===== config.mk =====
export PLATFORM = sky130hd
export DESIGN_NAME = weight_init_seq
export DESIGN_NICKNAME = d
export VERILOG_FILES = /design/src/rtl/weight_init_seq.sv
export SDC_FILE = /design/constraint.sdc
export NUM_CORES = 1
export LEC_CHECK = 0
export ABC_CLOCK_PERIOD_IN_PS = 2400
export CORE_ASPECT_RATIO = 0.8
export CORE_MARGIN = 2
export CORE_UTILIZATION = 48
export CTS_CLUSTER_DIAMETER = 100
export DETAILED_ROUTE_END_ITERATION = 12
export PLACE_DENSITY = 0.88
export SETUP_SLACK_MARGIN = 0.4
export SYNTH_ARGS = -nofsm -noshare
export SYNTH_HDL_FRONTEND = slang
export SYNTH_SLANG_ARGS = --single-unit

===== constraint.sdc =====
create_clock -name Clock -period 2.4 [get_ports Clock]
set_input_delay 0.24 -clock Clock [delete_from_list [all_inputs] [get_ports Clock]]
set_output_delay 0.24 -clock Clock [all_outputs]
set_load 0.05 [all_outputs]

===== src/rtl/weight_init_seq.sv =====
// weight_init_seq: owns the weight RAM port. A start pulse fills every word
// with LFSR pseudo-random weights; afterwards single-word reads are served
// with a fixed two-cycle accept-to-valid latency.
module weight_init_seq #(
    parameter int          DEPTH = 65,
    parameter int          DW    = 10,
    parameter int          AW    = 7,
    parameter logic [15:0] SEED  = 16'hACE1,
    parameter int          SHIFT = 0
) (
    input  logic                 Clock,
    input  logic                 Rst,
    input  logic                 start,
    output logic                 busy,
    output logic                 done,
    input  logic                 rd_req,
    input  logic [AW-1:0]        rd_addr,
    output logic                 rd_ready,
    output logic                 rd_valid,
    output logic signed [DW-1:0] rd_data,
    output logic                 rd_err,
    output logic signed [DW-1:0] ram_d,
    output logic [AW-1:0]        ram_addr,
    output logic                 ram_we,
    input  logic signed [DW-1:0] ram_q
);

    // A zero seed would lock the LFSR at zero forever, so it is swapped for the default.
    localparam logic [15:0] SEED_EFF  = (SEED == 16'h0000) ? 16'hACE1 : SEED;
    localparam logic [AW-1:0] LAST_ADDR = AW'(DEPTH - 1);
    localparam logic [AW:0]   DEPTH_W   = (AW + 1)'(DEPTH);

    if (DW > 16) begin : g_dw_chk
        $error("weight_init_seq: DW must not exceed the 16-bit LFSR width");
    end
    if ((2 ** AW) < DEPTH) begin : g_aw_chk
        $error("weight_init_seq: AW too small to address DEPTH words");
    end
    if ((SHIFT < 0) || (SHIFT >= DW)) begin : g_shift_chk
        $error("weight_init_seq: SHIFT must lie in 0..DW-1");
    end

    typedef enum logic [2:0] {
        S_IDLE,
        S_INIT,
        S_READY,
        S_RD_ISSUE,
        S_RD_OUT
    } state_t;

    state_t             state;
    state_t             state_nxt;
    logic [15:0]        lfsr;
    logic [AW-1:0]      wcnt;
    logic               addr_bad;
    logic               addr_bad_p1;
    logic               vld_p2;

    // Fibonacci LFSR x^16+x^14+x^13+x^11+1, shifting left with the feedback bit entering at [0].
    function automatic logic [15:0] lfsr_next(input logic [15:0] v);
        return {v[14:0], v[15] ^ v[13] ^ v[12] ^ v[10]};
    endfunction

    // Raw low bits are read as a signed word, then narrowed by an arithmetic shift.
    function automatic logic signed [DW-1:0] weight_of(input logic [DW-1:0] raw_bits);
        logic signed [DW-1:0] raw;
        raw = $signed(raw_bits);
        return raw >>> SHIFT;
    endfunction

    assign addr_bad = ({1'b0, rd_addr} >= DEPTH_W);

    // State register.
    always_ff @(posedge Clock or negedge Rst) begin
        if (!Rst) begin
            state <= S_IDLE;
        end else begin
            state <= state_nxt;
        end
    end

    // Next-state: start wins over a same-cycle read in READY and is dropped mid-read.
    always_comb begin
        state_nxt = state;
        case (state)
            S_IDLE: begin
                if (start) state_nxt = S_INIT;
            end
            S_INIT: begin
                if (wcnt == LAST_ADDR) state_nxt = S_READY;
            end
            S_READY: begin
                if (start)       state_nxt = S_INIT;
                else if (rd_req) state_nxt = S_RD_ISSUE;
            end
            S_RD_ISSUE: state_nxt = S_RD_OUT;
            S_RD_OUT:   state_nxt = S_READY;
            default:    state_nxt = S_IDLE;
        endcase
    end

    // RAM port registers, write counter and LFSR; one LFSR step per word written.
    always_ff @(posedge Clock or negedge Rst) begin
        if (!Rst) begin
            lfsr        <= SEED_EFF;
            wcnt        <= '0;
            ram_we      <= 1'b0;
            ram_d       <= '0;
            ram_addr    <= '0;
            addr_bad_p1 <= 1'b0;
        end else begin
            ram_we <= 1'b0;
            if (state_nxt == S_INIT) begin
                // Write stage: the word leaving now uses the LFSR value before its advance.
                ram_we   <= 1'b1;
                ram_d    <= weight_of(lfsr[DW-1:0]);
                lfsr     <= lfsr_next(lfsr);
                ram_addr <= (state == S_INIT) ? wcnt + 1'b1 : '0;
                wcnt     <= (state == S_INIT) ? wcnt + 1'b1 : '0;
            end else if ((state == S_READY) && (state_nxt == S_RD_ISSUE)) begin
                // Issue stage: out-of-range addresses leave the RAM address untouched.
                if (!addr_bad) ram_addr <= rd_addr;
                addr_bad_p1 <= addr_bad;
            end
        end
    end

    // Outputs: status decoded from state; read data comes straight from the RAM's registered Q.
    always_comb begin
        busy     = (state == S_INIT);
        done     = (state == S_READY) || (state == S_RD_ISSUE) || (state == S_RD_OUT);
        rd_ready = (state == S_READY);
        vld_p2   = (state == S_RD_OUT);
        rd_valid = vld_p2;
        rd_err   = vld_p2 & addr_bad_p1;
        rd_data  = (vld_p2 && !addr_bad_p1) ? ram_q : '0;
    end

endmodule


After elaboration in Yosys (flattened, before gate mapping)
Cells that the tools add are included.
- add/sub/neg operators: 1
- order comparisons: 1
- equal/unequal tests: 8
- muxes and demuxes: 11
- bitwise operators: 5
- reduce and logical (&&, ||, !) cells: 9
- operators by type and width (cell ; number):
    $mux 7 ; 4
    $pmux 3 s5 ; 1
    $mux 3 ; 4
    $mux 10 ; 1
    $eq 3x2->1 const B ; 3
    $add 7x1->7 const B ; 1
    $eq 7x7->1 const B ; 1
    $ge 7x7->1 const B ; 1
    $eq 3x1->1 const B ; 2
    $reduce_and 2->1 ; 2
    $eq 3x3->1 const B ; 1
    $logic_not 3->1 ; 1
    $xor 1x1->1 ; 3
    $logic_and 1x1->1 ; 2
    $logic_or 1x1->1 ; 2
    $ne 2x1->1 const B ; 1
    $reduce_bool 2->1 ; 1
    $and 1x1->1 ; 1
    $logic_not 1->1 ; 1
    $mux 1 ; 1
    $not 1->1 ; 1
- flip-flop bits (word level): 45
- input port bits: 21
- output and inout port bits: 33
- logic and storage cells: 42

Longest topological paths before layout
- depth after elaboration: 7
- gate-level depth with buffers: 7
- gate-level depth less buffers: 6

Least setup slack after synthesis
No wires, ideal clock.
- kind: register to register
- start: register state[2]
- end: register lfsr[12]
- data arrival time: 1.776 ns
- required time: 2.275 ns
- path slack: 0.500 ns
- stages on the path, launching flop included: 8
- path buffers: 2
- period minus slack after synthesis: 1.900 ns
- cell sequence: dfrtp_1 -> or3b_1 -> buf_2 -> a41oi_2 -> nor2_2 -> inv_2 -> buf_6 -> mux2_2
- longest elaborated chain between the ends: 4
- elaborated cells on any way between the ends: 11
- ends and longest elaborated chain (item ; RTL line ; text):
    start: declaration ; 51 ; state_t state;
    start signal: assignment ; 78 ; state <= state_nxt;
    $mux 3 ; 94 ; else if (rd_req) state_nxt = S_RD_ISSUE;
    $mux 3 ; 93 ; if (start) state_nxt = S_INIT;
    $pmux 3 s5 (*) ; 85 ; case (state)
    $eq 3x1->1 (*) ; 113 ; if (state_nxt == S_INIT) begin
    end signal: assignment ; 117 ; lfsr <= lfsr_next(lfsr);
    end: declaration ; 53 ; logic [15:0] lfsr;
Every way passes the cells marked *; elsewhere a longest branch is shown, timed or not.
A chain may end at the register's enable or synchronous reset.

Final worst setup path
- start: register state[1]
- end: output port done
- longest elaborated chain between the ends: 3
- elaborated cells on any way between the ends: 5
- ends and longest elaborated chain (item ; RTL line ; text):
    $eq 3x2->1 ; 131 ; done = (state == S_READY) || (state == S_RD_ISSUE) || (state == S_RD_OUT);
    $logic_or 1x1->1 ; 131 ;
    $logic_or 1x1->1 (*) ; 131 ;
    end: declaration ; 15 ; output logic done,
Marks and branches as above.

==> summary.md <==
| Metric | Value |
|---|---|
| Area occupied by multi-input gates | `877 um^2` |
| Synthesized-area fraction occupied by adder cells | `1.27%` |
| Slew Viols, Final | `0` |
| Mux cell area share after synthesis | `11.4%` |
| Initial antenna violation count | `0` |
| Max frequency | `515 MHz` |
| Max Cap Viol | `0` |
| Post-DR wirelength/cell | `about 15 um` |
| CTS Sinks | `39` |
| Via/cell ratio | `5.50` |
| Endpoints failing setup | `0` |
| CTS Buf Count | `5` |
| Mapped cell area | `between 1500 and 2000 um^2` |
| HP Class | `input pin to async pin` |
| Diodes inserted | `0` |
| Outcome | `finished clean` |
| Die area | `roughly 4600 um^2` |
| Register share of total power | `a little over a third` |
| Total track usage | `19.8%` |
| DRC | `0` |
| Cell Pwr Density | `1420 nW/um^2` |
| Die Wd | `75.6 um` |
| Reg clk slew, reported paths | `roughly 0.070 ns` |
| Seq/Total Area, Yosys | `50.0%` |
| Setup TNS | `0 ns` |
| Routed via count | `1552` |
| Final wirelength | `4.36 mm` |
| Main synth FF type | `dfrtp_1` |
| Crit start category | `flop` |
| Hold_buf cts | `0` |
| Clock latency on the worst-skew pair | `roughly 0.30 ns` |
| Critical path fanouts, max | `7` |
| Core region area | `between 3000 and 4000 um^2` |
| Grt total ovfl | `0` |
| Root Buffer | `clkbuf_8` |
| Max_slew headroom | `between 40 and 50%` |
| Routed Antenna Nets | `0` |
| Placed Area | `2470 um^2` |
| Post-synth EDFFs | `0` |
| Final net count | `249` |
| Fin. Hold Viols | `0` |
| Post-CTS Setup Bufs | `0` |
| Initial Util | `50.8%` |
| Worst setup EP type | `output pin` |
| Syn Nets | `198` |
| Synth Area per Inst | `11.3 um^2` |
| Final core occ | `66.1%` |
| Synth top area cells | `dfrtp_1 (39%), dfstp_2 (11%), mux2_2 (8.6%)` |
| Worst Path Required | `about 2.2 ns` |
| Post-DP HPWL | `3.21 mm` |
| Yosys reg bits | `39` |
| Largest net degree at the start of global routing | `40` |
| CTS Buffer Depth | `2` |
| Overall power | `between 0.003 and 0.004 W` |
| Synth unique cells | `43` |
| Switching power | `0.00158 W` |
| Share of the synthesized area in the top cell type | `approximately two fifths` |
| Dominant cell type by area after synthesis | `dfrtp_1` |
| FF+latch area | `986 um^2` |
| Ys async rst share | `100%` |
| # rows | `20` |
| Worst-margin pin slew | `0.813 ns` |
| TritonRoute pass-1 iters | `4` |
| Simple-gate share of the synthesized area | `between 10 and 15%` |
| Critical path arrival | `1.70 ns` |
| Fill count | `a little under 300` |
| Critical path class | `flop to output pin` |
| Port bufs | `between 50 and 60` |
| CTS tree | `done` |
| Layout cell share with drive strength beyond 1 | `between 20 and 30%` |
| Die height | `approximately 61 um` |
| First-pass GRT wire length | `6.71 mm` |
| Gate power share | `between 50% and 60%` |
| Clk_skew | `roughly 0.0057 ns` |
| Final WS setup | `0.457 ns` |
| Part of the power in the clock network | `11.8%` |
| Design Area, Final | `about 2600 um^2` |
| Ys Warns | `0` |
| Htree depth | `2` |
| Post-route clock period utilization | `roughly four fifths` |
| Detailed Route Iter0 Violations | `101` |
| Switching Fraction | `43.5%` |
| Vias in the first global route | `about 1400` |
| Final min period | `1.94 ns` |
| Num ports | `54` |
| Largest family of logic cells by synthesized area | `simple AND/OR/NAND/NOR gates` |
| Pint | `0.00206 W` |
| Synth Area in Compound Gates | `between 10 and 15%` |
| Setup WS pre-CTS | `0.0214 ns` |
| Area growth from synthesis to layout | `30.1%` |
| XOR/XNOR Fraction of Synth Area | `2.67%` |
| IR drop worst, VDD | `0.989 mV` |
| Post-Syn Instances | `roughly 180` |
| Leakage | `1.11 nW` |
| GP Congestion | `0.850` |
| RSZ-0062 raised after global routing | `yes` |
==> metrics by stage <==
| stage | hold slack (ns) | std cells |
|---|---|---|
| final | 0.0317 | 282 |
| after global routing | 0.101 | 282 |
| after CTS | 0.0639 | 282 |
| after detailed placement | 0.384 | 274 |
| after global placement | 0.389 | 274 |
| after floorplan | -0.0556 | 175 |
==> layout by cell type, fill, tap and decap left out, types with 6 or more instances in the layout <==
cell type and n:
clkdlybuf4s50_1 37, dfrtp_1 31, buf_4 16, mux2_2 15
o21ai_0 11, and2_1 11, nor2_1 9, nor3_1 8
dfstp_2 8, inv_1 6, a211oi_1 6
==> worst paths after layout <==
| path | startpoint | to | slack, ns | cells after the start |
|---|---|---|---|---|
| hold / removal | Rst | ram_d[0] | 0.03 | 1 |
| max in group asynchronous | Rst | ram_d[6] | 1.85 | 1 |
| min in group Clock | lfsr[14] | lfsr[15] | 0.49 | 1 |
| hold reg to reg | lfsr[14] | lfsr[15] | 0.49 | 1 |
| setup reg to reg | state[2] | ram_addr[6] | 0.49 | 5 |
| setup / recovery | state[1] | done | 0.46 | 4 |
==> area by class of cell <==
| cell class | count | share of cell area, % |
|---|---|---|
| Tap cell | 55 | 2.68 |
| Clock buffer | 7 | 2.98 |
| Multi-Input combinational cell | 116 | 34.2 |
| Clock inverter | 1 | 0.195 |
| Timing Repair Buffer | 57 | 20.4 |
| Inverter | 7 | 1.12 |
| Sequential cell | 39 | 38.5 |
==> synth_stat cells (2+ instances only) <==
cell,number
nor2_1,10
dfstp_2,8
and2_1,11
buf_4,6
or3_1,2
mux2_4,3
ha_1,2
dfrtp_1,31
o21ai_0,11
mux2_2,15
nand2_1,4
a21oi_1,4
xnor2_1,4
nor3_1,8
nor3b_1,2
a2bb2oi_1,2
buf_6,3
buf_2,2
inv_1,6
xor2_1,2
clkbuf_1,2
a211oi_1,6
o32a_1,5
nand3_1,3
a21o_1,5
==> sequential cells by signal, indices dropped and copies added (netlist names) <==
register and count:
state 3, ram_d 10, ram_we 1, ram_addr 7, lfsr 10, addr_bad_p1 1, wcnt 7
==> worst max-delay path, cell delays in order, from the launching register on <==
cell and delay, ns:
dfrtp_1 0.46, nor2_1 0.15, nand2_1 0.14, o21ai_0 0.11, dlygate4sd2_1 0.55
==> layer usage <==
| layer | part of all wire (%) | global-route usage, % | vias up |
|---|---|---|---|
| met3 | 9.6 | 4.42 | 6 |
| li1 | - | - | 723 |
| met1 | 45 | 28.4 | 747 |
| met5 | 0 | 0 | - |
| met4 | 1.4 | 7.27 | 0 |
| met2 | 44 | 29.8 | 76 |
==> cells by family after synthesis <==
group / count (synthesis)
adders and majority gates: 2
xor gates and xnor gates: 6
DFF: 39
buffers and inverters: 20
and+or+nand+nor: 51
AOI/OAI and AO/OA: 38
muxes: 19
==> power groups by stage <==
stage | Combinational (W) | Clock (W) | Sequential (W)
after floorplan | 0.00119 | 0 | 0.00155
after global placement | 0.00189 | 0 | 0.00126
after detailed placement | 0.00193 | 0 | 0.00127
after CTS | 0.00195 | 0.000440 | 0.00127
after global routing | 0.00206 | 0.000466 | 0.00131
final | 0.00195 | 0.000429 | 0.00127
==> repair_timing <==
action | 4_1_cts | 5_1_grt
gates resized for setup | 6 | 2
setup endpoints to repair | 26 | 24
hold endpoints to repair | 0 | 0
Power figures use the tool's default switching activity.
